[src/rtl/demux1x4_reg.sv]
// Registered 1-to-4 demultiplexer with one-entry output slots and valid/ready handshakes.
// Each slot drains independently and has its own wrapping transfer counter.
module demux1x4_reg #(
    parameter int DATA_W = 8,
    parameter int CNT_W  = 16
) (
    input  logic              clk_i,
    input  logic              rst_i,
    input  logic [1:0]        sel_i,
    input  logic [DATA_W-1:0] x_i,
    input  logic              valid_i,
    output logic              ready_o,
    output logic [DATA_W-1:0] y0_o,
    output logic [DATA_W-1:0] y1_o,
    output logic [DATA_W-1:0] y2_o,
    output logic [DATA_W-1:0] y3_o,
    output logic              valid0_o,
    output logic              valid1_o,
    output logic              valid2_o,
    output logic              valid3_o,
    input  logic              ready0_i,
    input  logic              ready1_i,
    input  logic              ready2_i,
    input  logic              ready3_i,
    output logic [CNT_W-1:0]  cnt0_o,
    output logic [CNT_W-1:0]  cnt1_o,
    output logic [CNT_W-1:0]  cnt2_o,
    output logic [CNT_W-1:0]  cnt3_o
);

    logic [3:0]        full;
    logic [3:0]        rdy_vec;
    logic [3:0]        drain;
    logic [3:0]        load;
    logic              accept;
    logic [DATA_W-1:0] data [4];
    logic [CNT_W-1:0]  cnt  [4];

    assign rdy_vec = {ready3_i, ready2_i, ready1_i, ready0_i};
    assign drain   = full & rdy_vec;

    // A slot can take a new beat if empty or if it is being drained this same cycle.
    assign ready_o = !full[sel_i] || rdy_vec[sel_i];
    assign accept  = valid_i && ready_o;

    always_comb begin
        load = '0;
        if (accept) begin
            load[sel_i] = 1'b1;
        end
    end

    always_ff @(posedge clk_i or posedge rst_i) begin
        if (rst_i) begin
            full <= '0;
            for (int k = 0; k < 4; k++) begin
                data[k] <= '0;
                cnt[k]  <= '0;
            end
        end else begin
            for (int k = 0; k < 4; k++) begin
                if (load[k]) begin
                    data[k] <= x_i;
                    full[k] <= 1'b1;
                end else if (drain[k]) begin
                    full[k] <= 1'b0;
                end
                if (drain[k]) begin
                    cnt[k] <= cnt[k] + CNT_W'(1);
                end
            end
        end
    end

    assign y0_o     = data[0];
    assign y1_o     = data[1];
    assign y2_o     = data[2];
    assign y3_o     = data[3];
    assign valid0_o = full[0];
    assign valid1_o = full[1];
    assign valid2_o = full[2];
    assign valid3_o = full[3];
    assign cnt0_o   = cnt[0];
    assign cnt1_o   = cnt[1];
    assign cnt2_o   = cnt[2];
    assign cnt3_o   = cnt[3];

endmodule

[config.mk]
export PLATFORM = sky130hd
export DESIGN_NAME = demux1x4_reg
export DESIGN_NICKNAME = d
export VERILOG_FILES = /design/src/rtl/demux1x4_reg.sv
export SDC_FILE = /design/constraint.sdc
export NUM_CORES = 1
export LEC_CHECK = 0
export ABC_AREA = 1
export CORE_MARGIN = 3
export CORE_UTILIZATION = 49
export CTS_CLUSTER_SIZE = 40
export DETAILED_ROUTE_END_ITERATION = 6
export MAX_ROUTING_LAYER = met4
export PLACE_DENSITY = 0.88
export SYNTH_ARGS = -nofsm -noshare
export SYNTH_HDL_FRONTEND = slang
export SYNTH_SLANG_ARGS = --single-unit
export TNS_END_PERCENT = 10
[constraint.sdc]
create_clock -name clk_i -period 4.4 [get_ports clk_i]
set_clock_uncertainty 0.1 [all_clocks]
set_input_delay 0.88 -clock clk_i [delete_from_list [all_inputs] [get_ports clk_i]]
set_output_delay 0.88 -clock clk_i [all_outputs]
set_load 0.01 [all_outputs]
==> run summary, run 1 <==
RSZ-0062 raised after global routing = no
Setup Buffers After CTS = 0
DRC = 0
Die W = 104 µm
P per Cell Area = 402 nW/µm²
Slew headroom = 0.401
Post-route clock period utilization = 0.825
CTS tree = done
Fillers = 743
Yosys top cell area share = 0.531
Ant diodes = 0
# clock sinks = 100
Maximum vdd ir drop = 297 µV
Achievable frequency = 0.276 GHz
DRT antenna net count = 0
# hold bufs at CTS = 0
Commonest cells after routing, fill and taps aside = nand2_1, clkdlybuf4s50_1, dfrtp_1
Final Net Count = 688
Reg clk slew, reported paths = 0.09 ns
Routability cong. = 0.890
Via count = 4,062
Status = finished, final reports clean
Most common cell after layout, fill and taps aside = nand2_1
Dpl hpwl = 8420 µm
Vias in the first global route = 4,052
Wire per inst = 14.0 µm
DR vias/cell = 5.07
Area Overhead vs Synth = 32.4%
Worst Hold Slack = 0.376 ns
Clock Latency Late Sink = 0.35 ns
Fin. max-slew vios = 0
Io pins = 118
Final Hold Viols = 0
FF+latch area = 2500 µm²
Mapped Cells = 544
Setup TNS Final = 0 ns
Crit path DAT = 2.65 ns
Worst EP required = 3.42 ns
CTS root buffer = clkbuf_8
Avg Inst Size Synth = 8.65 µm²
Area of the multi-input gates = 1930 µm²
Post-Syn Area = 4710 µm²
Crit Path Category = in2out
Die ar. = 10,800 µm²
Clk buf depth = 2
Post-Route WL = 11,200 µm
H-tree levels = 3
Synth unique cells = 21
Post-CTS sizing = 0
# setup viols final = 0
Worst-path fanout max = 8
Iteration-0 DRC Markers = 186
Yosys top cell by area = dfrtp_1
Initial core utilization = 0.507
Seq/Total Area, Yosys = 0.531
Die height = 104 µm
FP Rows = 35
Hold/Removal Path Class = reg2reg
GR Overflow Total = 0
DR pass1 iterations = 4
Most area-consuming cells after synthesis = dfrtp_1, nand2_1, nand4_1, xnor2_1, xor2_1
Number of antenna violations at the first check in global routing = 0
CTS buffer count = 9
Total power = 0.00251 W
CP Launch Type = input port
Critical path capture point type = primary output
Final worst path period need = 3.63 ns
Syn_nets = 565
Leak = 2.98 nW
Worst-margin pin slew = 0.898 ns
Yosys warns = 0
Largest net degree at the start of global routing = 76
Share of cells above drive strength 1 = 0.0536
CORE AREA = 9280 µm²
#FFs+latches synth = 100
Max Cap Viol = 0
First-pass GRT wire length = 19,300 µm
IO Port Bufs = 117
GRT Util Overall = 0.220
==> path summary, 6_finish.rpt <==
check,startpoint,end,slack [ns],cells after the start
max reg2reg,full[0],y3_o[4],2.57,9
min reg2reg,y0_o[1],y0_o[1],0.38,2
max in group asynchronous,rst_i,cnt0_o[4],2.49,3
max,sel_i[0],ready_o,0.77,8
min in group asynchronous,rst_i,cnt1_o[11],0.96,2
min,y0_o[1],y0_o[1],0.38,2
==> synthesized netlist by cell type <==
cell type  instances
nand2_1          188
dfrtp_1          100
inv_1             51
nor2_1            47
nand4_1           39
xnor2_1           23
xor2_1            23
nand3_1           19
o21ai_0           12
nor3_1             8
nor2_2             6
buf_6              5
buf_2              4
ha_1               4
nand2_2            4
nand3_2            4
nand3b_1           3
clkinv_1           1
inv_2              1
nand2_4            1
nor2_8             1
==> where the power goes <==
part / internal [W] / switching [W]
Combinational: 0.000337 / 0.000282
Sequential: 0.00106 / 0.000143
Clock: 0.000382 / 0.000308
Total: 0.00177 / 0.000733
==> worst max-delay path, stage by stage <==
cell and delay [ns]:
clkdlybuf4s50_1 0.74, inv_2 0.12, nand2_1 0.10, nand2_1 0.06
nand2_1 0.06, nand2_1 0.08, nand2_4 0.09, clkdlybuf4s50_1 0.53
==> flip-flops by register name (all words and copies together), names as in the netlist <==
name    count
cnt2_o     16
cnt3_o     16
y1_o        8
cnt0_o     16
full        4
y3_o        8
cnt1_o     16
y2_o        8
y0_o        8
==> metrics by stage <==
step / area, µm² / instances / utilization / setup WS, ns
after floorplan: 4710 / 544 / - / 0.801
after global placement: 6000 / 785 / 0.646 / 0.834
after detailed placement: 6000 / 785 / 0.646 / 0.772
after CTS: 6240 / 801 / 0.672 / 0.769
after global routing: 6240 / 801 / 0.672 / 0.694
final: 6240 / 801 / 0.672 / 0.771
==> cells by family after synthesis <==
group | Yosys count | synth area share
fa+ha+maj | 4 | 0.0106
simple gates | 320 | 0.301
flops | 100 | 0.531
compound gates | 12 | 0.0128
buf+inv | 62 | 0.0585
xor+xnor | 46 | 0.0856
==> area by class of cell <==
class | count | share of cell area
Timing Repair Buffer | 121 | 0.193
Clock inverter | 5 | 0.0173
Inverter | 53 | 0.0323
Multi-Input combinational cell | 382 | 0.310
Tap cell | 129 | 0.0259
Clock buffer | 11 | 0.0211
Sequential cell | 100 | 0.401
==> layer usage <==
| layer | track usage | wire length, µm |
|---|---|---|
| met1 | 0.271 | 4770 |
| met2 | 0.370 | 5770 |
| met3 | 0.0385 | 506 |
| met4 | 0.0722 | 171 |
| met5 | - | 0 |
(Power assumes the default switching activity.)
==> run 2: changes to the inputs <==
clock period = 3.6 ns   (was 4.4 ns; I/O delays follow)
==> run 2 against run 1 <==
Compared with the run above: non-clock buffer count shrank 1; hold slack gained 0.0050 ns; critical path depth is the same; cell count shrank 0.12%; global-route usage grew 0.39 points; first-iteration DRC count shrank 4.3%; via count grew 0.25%; sequential cell count is the same; critical endpoint unchanged.
==> run summary, run 2 (synthesis results as in run 1) <==
Status = finished, final reports clean
Hold/Removal Path Class = reg2reg
Die ar. = 10,800 µm² (unchanged)
Largest net degree at the start of global routing = 52 (-32%)
CTS buffer count = 9 (unchanged)
CP peak stage delay = 0.76 ns (+0.02 ns)
GR Layer Usage met3 = 0.0391 (+0.000621)
Final Net Count = 687 (-0.15%)
Int Pwr = 0.00213 W (+20%)
GRT Util Overall = 0.224 (+0.00386)
Iteration-0 DRC Markers = 178 (-4.3%)
P per Cell Area = 486 nW/µm² (+21%)
Dpl hpwl = 8480 µm (+0.74%)
Worst Hold Slack = 0.381 ns (+0.00495 ns)
Achievable frequency = 0.298 GHz
Io pins = 118 (unchanged)
Ant diodes = 0 (unchanged)
Area Overhead vs Synth = 32.5% (about the same)
CORE AREA = 9280 µm² (unchanged)
Switching power = 0.000898 W (+23%)
Met1 usage = 0.273 (+0.00227)
Routability cong. = 0.858 (-3.5%)
DR pass1 iterations = 4 (unchanged)
Post-layout util = 0.672 (about the same)
Clk buf depth = 2 (unchanged)
Maximum vdd ir drop = 321 µV (+7.9%)
DRT antenna net count = 0 (unchanged)
Logic pwr share = 0.251 (+0.004)
Setup TNS Final = 0 ns (unchanged)
GR Overflow Total = 0 (unchanged)
Hold_sp = y3_o[7]
Design Area, Final = 6240 µm² (about the same)
Met2 usage = 0.373 (+0.00325)
Worst-margin pin slew = 0.627 ns (-0.271 ns)
Post-Route WL = 11,300 µm (+0.48%)
Seq pwr share = 0.482 (+0.004)
GRT Max-Usage Layer = met2
Commonest cells after routing, fill and taps aside = nand2_1, clkdlybuf4s50_1, dfrtp_1
Reg2reg start = full[3]
RSZ-0062 raised after global routing = no
Setup Buffers After CTS = 0 (unchanged)
FP Rows = 35 (unchanged)
# clock sinks = 100 (unchanged)
Sw frac = 0.296 (+0.00377)
CTS root buffer = clkbuf_8
Worst EP required = 2.78 ns (-0.64 ns)
Critical Path Most Common Cell = nand2_1
Post-route clock period utilization = 0.931
Post-CTS sizing = 0 (unchanged)
Die W = 104 µm (unchanged)
Vias in the first global route = 4,101 (+1.2%)
H-tree levels = 3 (unchanged)
IO Port Bufs = 117 (unchanged)
First-pass GRT wire length = 19,600 µm (+1.2%)
# setup viols final = 0 (unchanged)
Clk network pwr share = 0.268 (-0.007)
Clock Latency Late Sink = 0.35 ns (about the same)
Cell Chain, Critical Path = clkdlybuf4s50_1 -> inv_2 -> nand2_1 -> nand2_1 -> nand2_1 -> nand2_1 -> nand2_4 -> clkdlybuf4s50_1
CP Launch Point = sel_i[0]
Fin. max-slew vios = 0 (unchanged)
Most common cell after layout, fill and taps aside = nand2_1
Initial core utilization = 0.507 (unchanged)
Crit path DAT = 2.53 ns (-0.12 ns)
Crit Path Category = in2out
Wire per inst = 14.1 µm (+0.61%)
Slew headroom = 0.582 (+0.180)
DRC = 0 (unchanged)
Dpl cell area = 6000 µm² (about the same)
DR vias/cell = 5.09 (+0.37%)
# hold bufs at CTS = 0 (unchanged)
Final Hold Viols = 0 (unchanged)
Slowest stage cell, crit path = clkdlybuf4s50_1
Worst-path fanout max = 8 (unchanged)
Critical path capture point type = primary output
CTS tree = done
CP Launch Type = input port
Share of cells above drive strength 1 = 0.0551 (+0.00157)
Final worst path period need = 3.35 ns
Max Cap Viol = 0 (unchanged)
Number of antenna violations at the first check in global routing = 0 (unchanged)
Via count = 4,072 (+0.25%)
Leak = 2.97 nW (-0.22%)
Reg clk slew, reported paths = 0.10 ns (about the same)
Die height = 104 µm (unchanged)
-- run 2: cell types whose count changed in the layout (fill, tap and decap cells not counted) --
cell	change
bufinv_16	-1
clkinvlp_4	+2
buf_12	+1
buf_4	-2
clkbuf_1	-2
clkbuf_8	+2
inv_6	-1
-- run 2: per-stage QoR --
stage | cells | worst slack (ns) | total power [W]
after floorplan | 544 | 0.161 | 0.00179
after global placement | 784 | 0.354 | 0.00222
after detailed placement | 784 | 0.271 | 0.00225
after CTS | 800 | 0.253 | 0.00306
after global routing | 800 | 0.186 | 0.00320
final | 800 | 0.248 | 0.00303
-- run 2: metal layers --
| metal | vias to the layer above | part of all wire | routed length, µm |
|---|---|---|---|
| met3 | 28 | 0.046 | 514 |
| met2 | 120 | 0.50 | 5690 |
| met1 | 1960 | 0.43 | 4830 |
| met4 | 0 | 0.022 | 249 |
| li1 | 1964 | - | - |
| met5 | - | 0 | 0 |
-- run 2: final timing paths --
kind                              endpoint  slack [ns]  cells past startpoint
worst max register to register     y3_o[0]        1.67                      9
worst max-delay path               ready_o        0.25                      8
worst min register to register     y3_o[7]        0.38                      2
worst min-delay path               y3_o[7]        0.38                      2
max in group asynchronous        cnt3_o[0]        2.00                      3
min in group asynchronous       cnt1_o[15]        0.70                      2
-- run 2: layout make-up --
| cell class | count | area (µm²) |
|---|---|---|
| clock buffers | 11 | 151 |
| clock inverters | 5 | 83.8 |
| fillers | 756 | 3050 |
| inverters | 53 | 201 |
| multi-input cells | 382 | 1930 |
| flip-flops and latches | 100 | 2500 |
| well taps | 129 | 161 |
| repair buffers | 120 | 1210 |
-- run 2: critical path, delay by kind of cell --
family | cells | cell delay [ns]
buf+inv | 3 | 1.40
simple gates | 5 | 0.41
-- run 2: power by group through the flow --
stage                     combinational [W]  clock (W)  sequential [W]
after floorplan                    0.000259          0         0.00153
after global routing               0.000832   0.000881         0.00149
after detailed placement           0.000768          0         0.00148
final                              0.000760   0.000812         0.00146
after global placement             0.000741          0         0.00148
after CTS                          0.000771   0.000829         0.00146
==> run 3: changes to the inputs <==
ABC_CLOCK_PERIOD_IN_PS = 3600   (was not set)
GPL_ROUTABILITY_DRIVEN = 0   (was not set)
==> results of run 3 <==
Same layout as run 2: the final DEF is identical, and so are final timing and power.
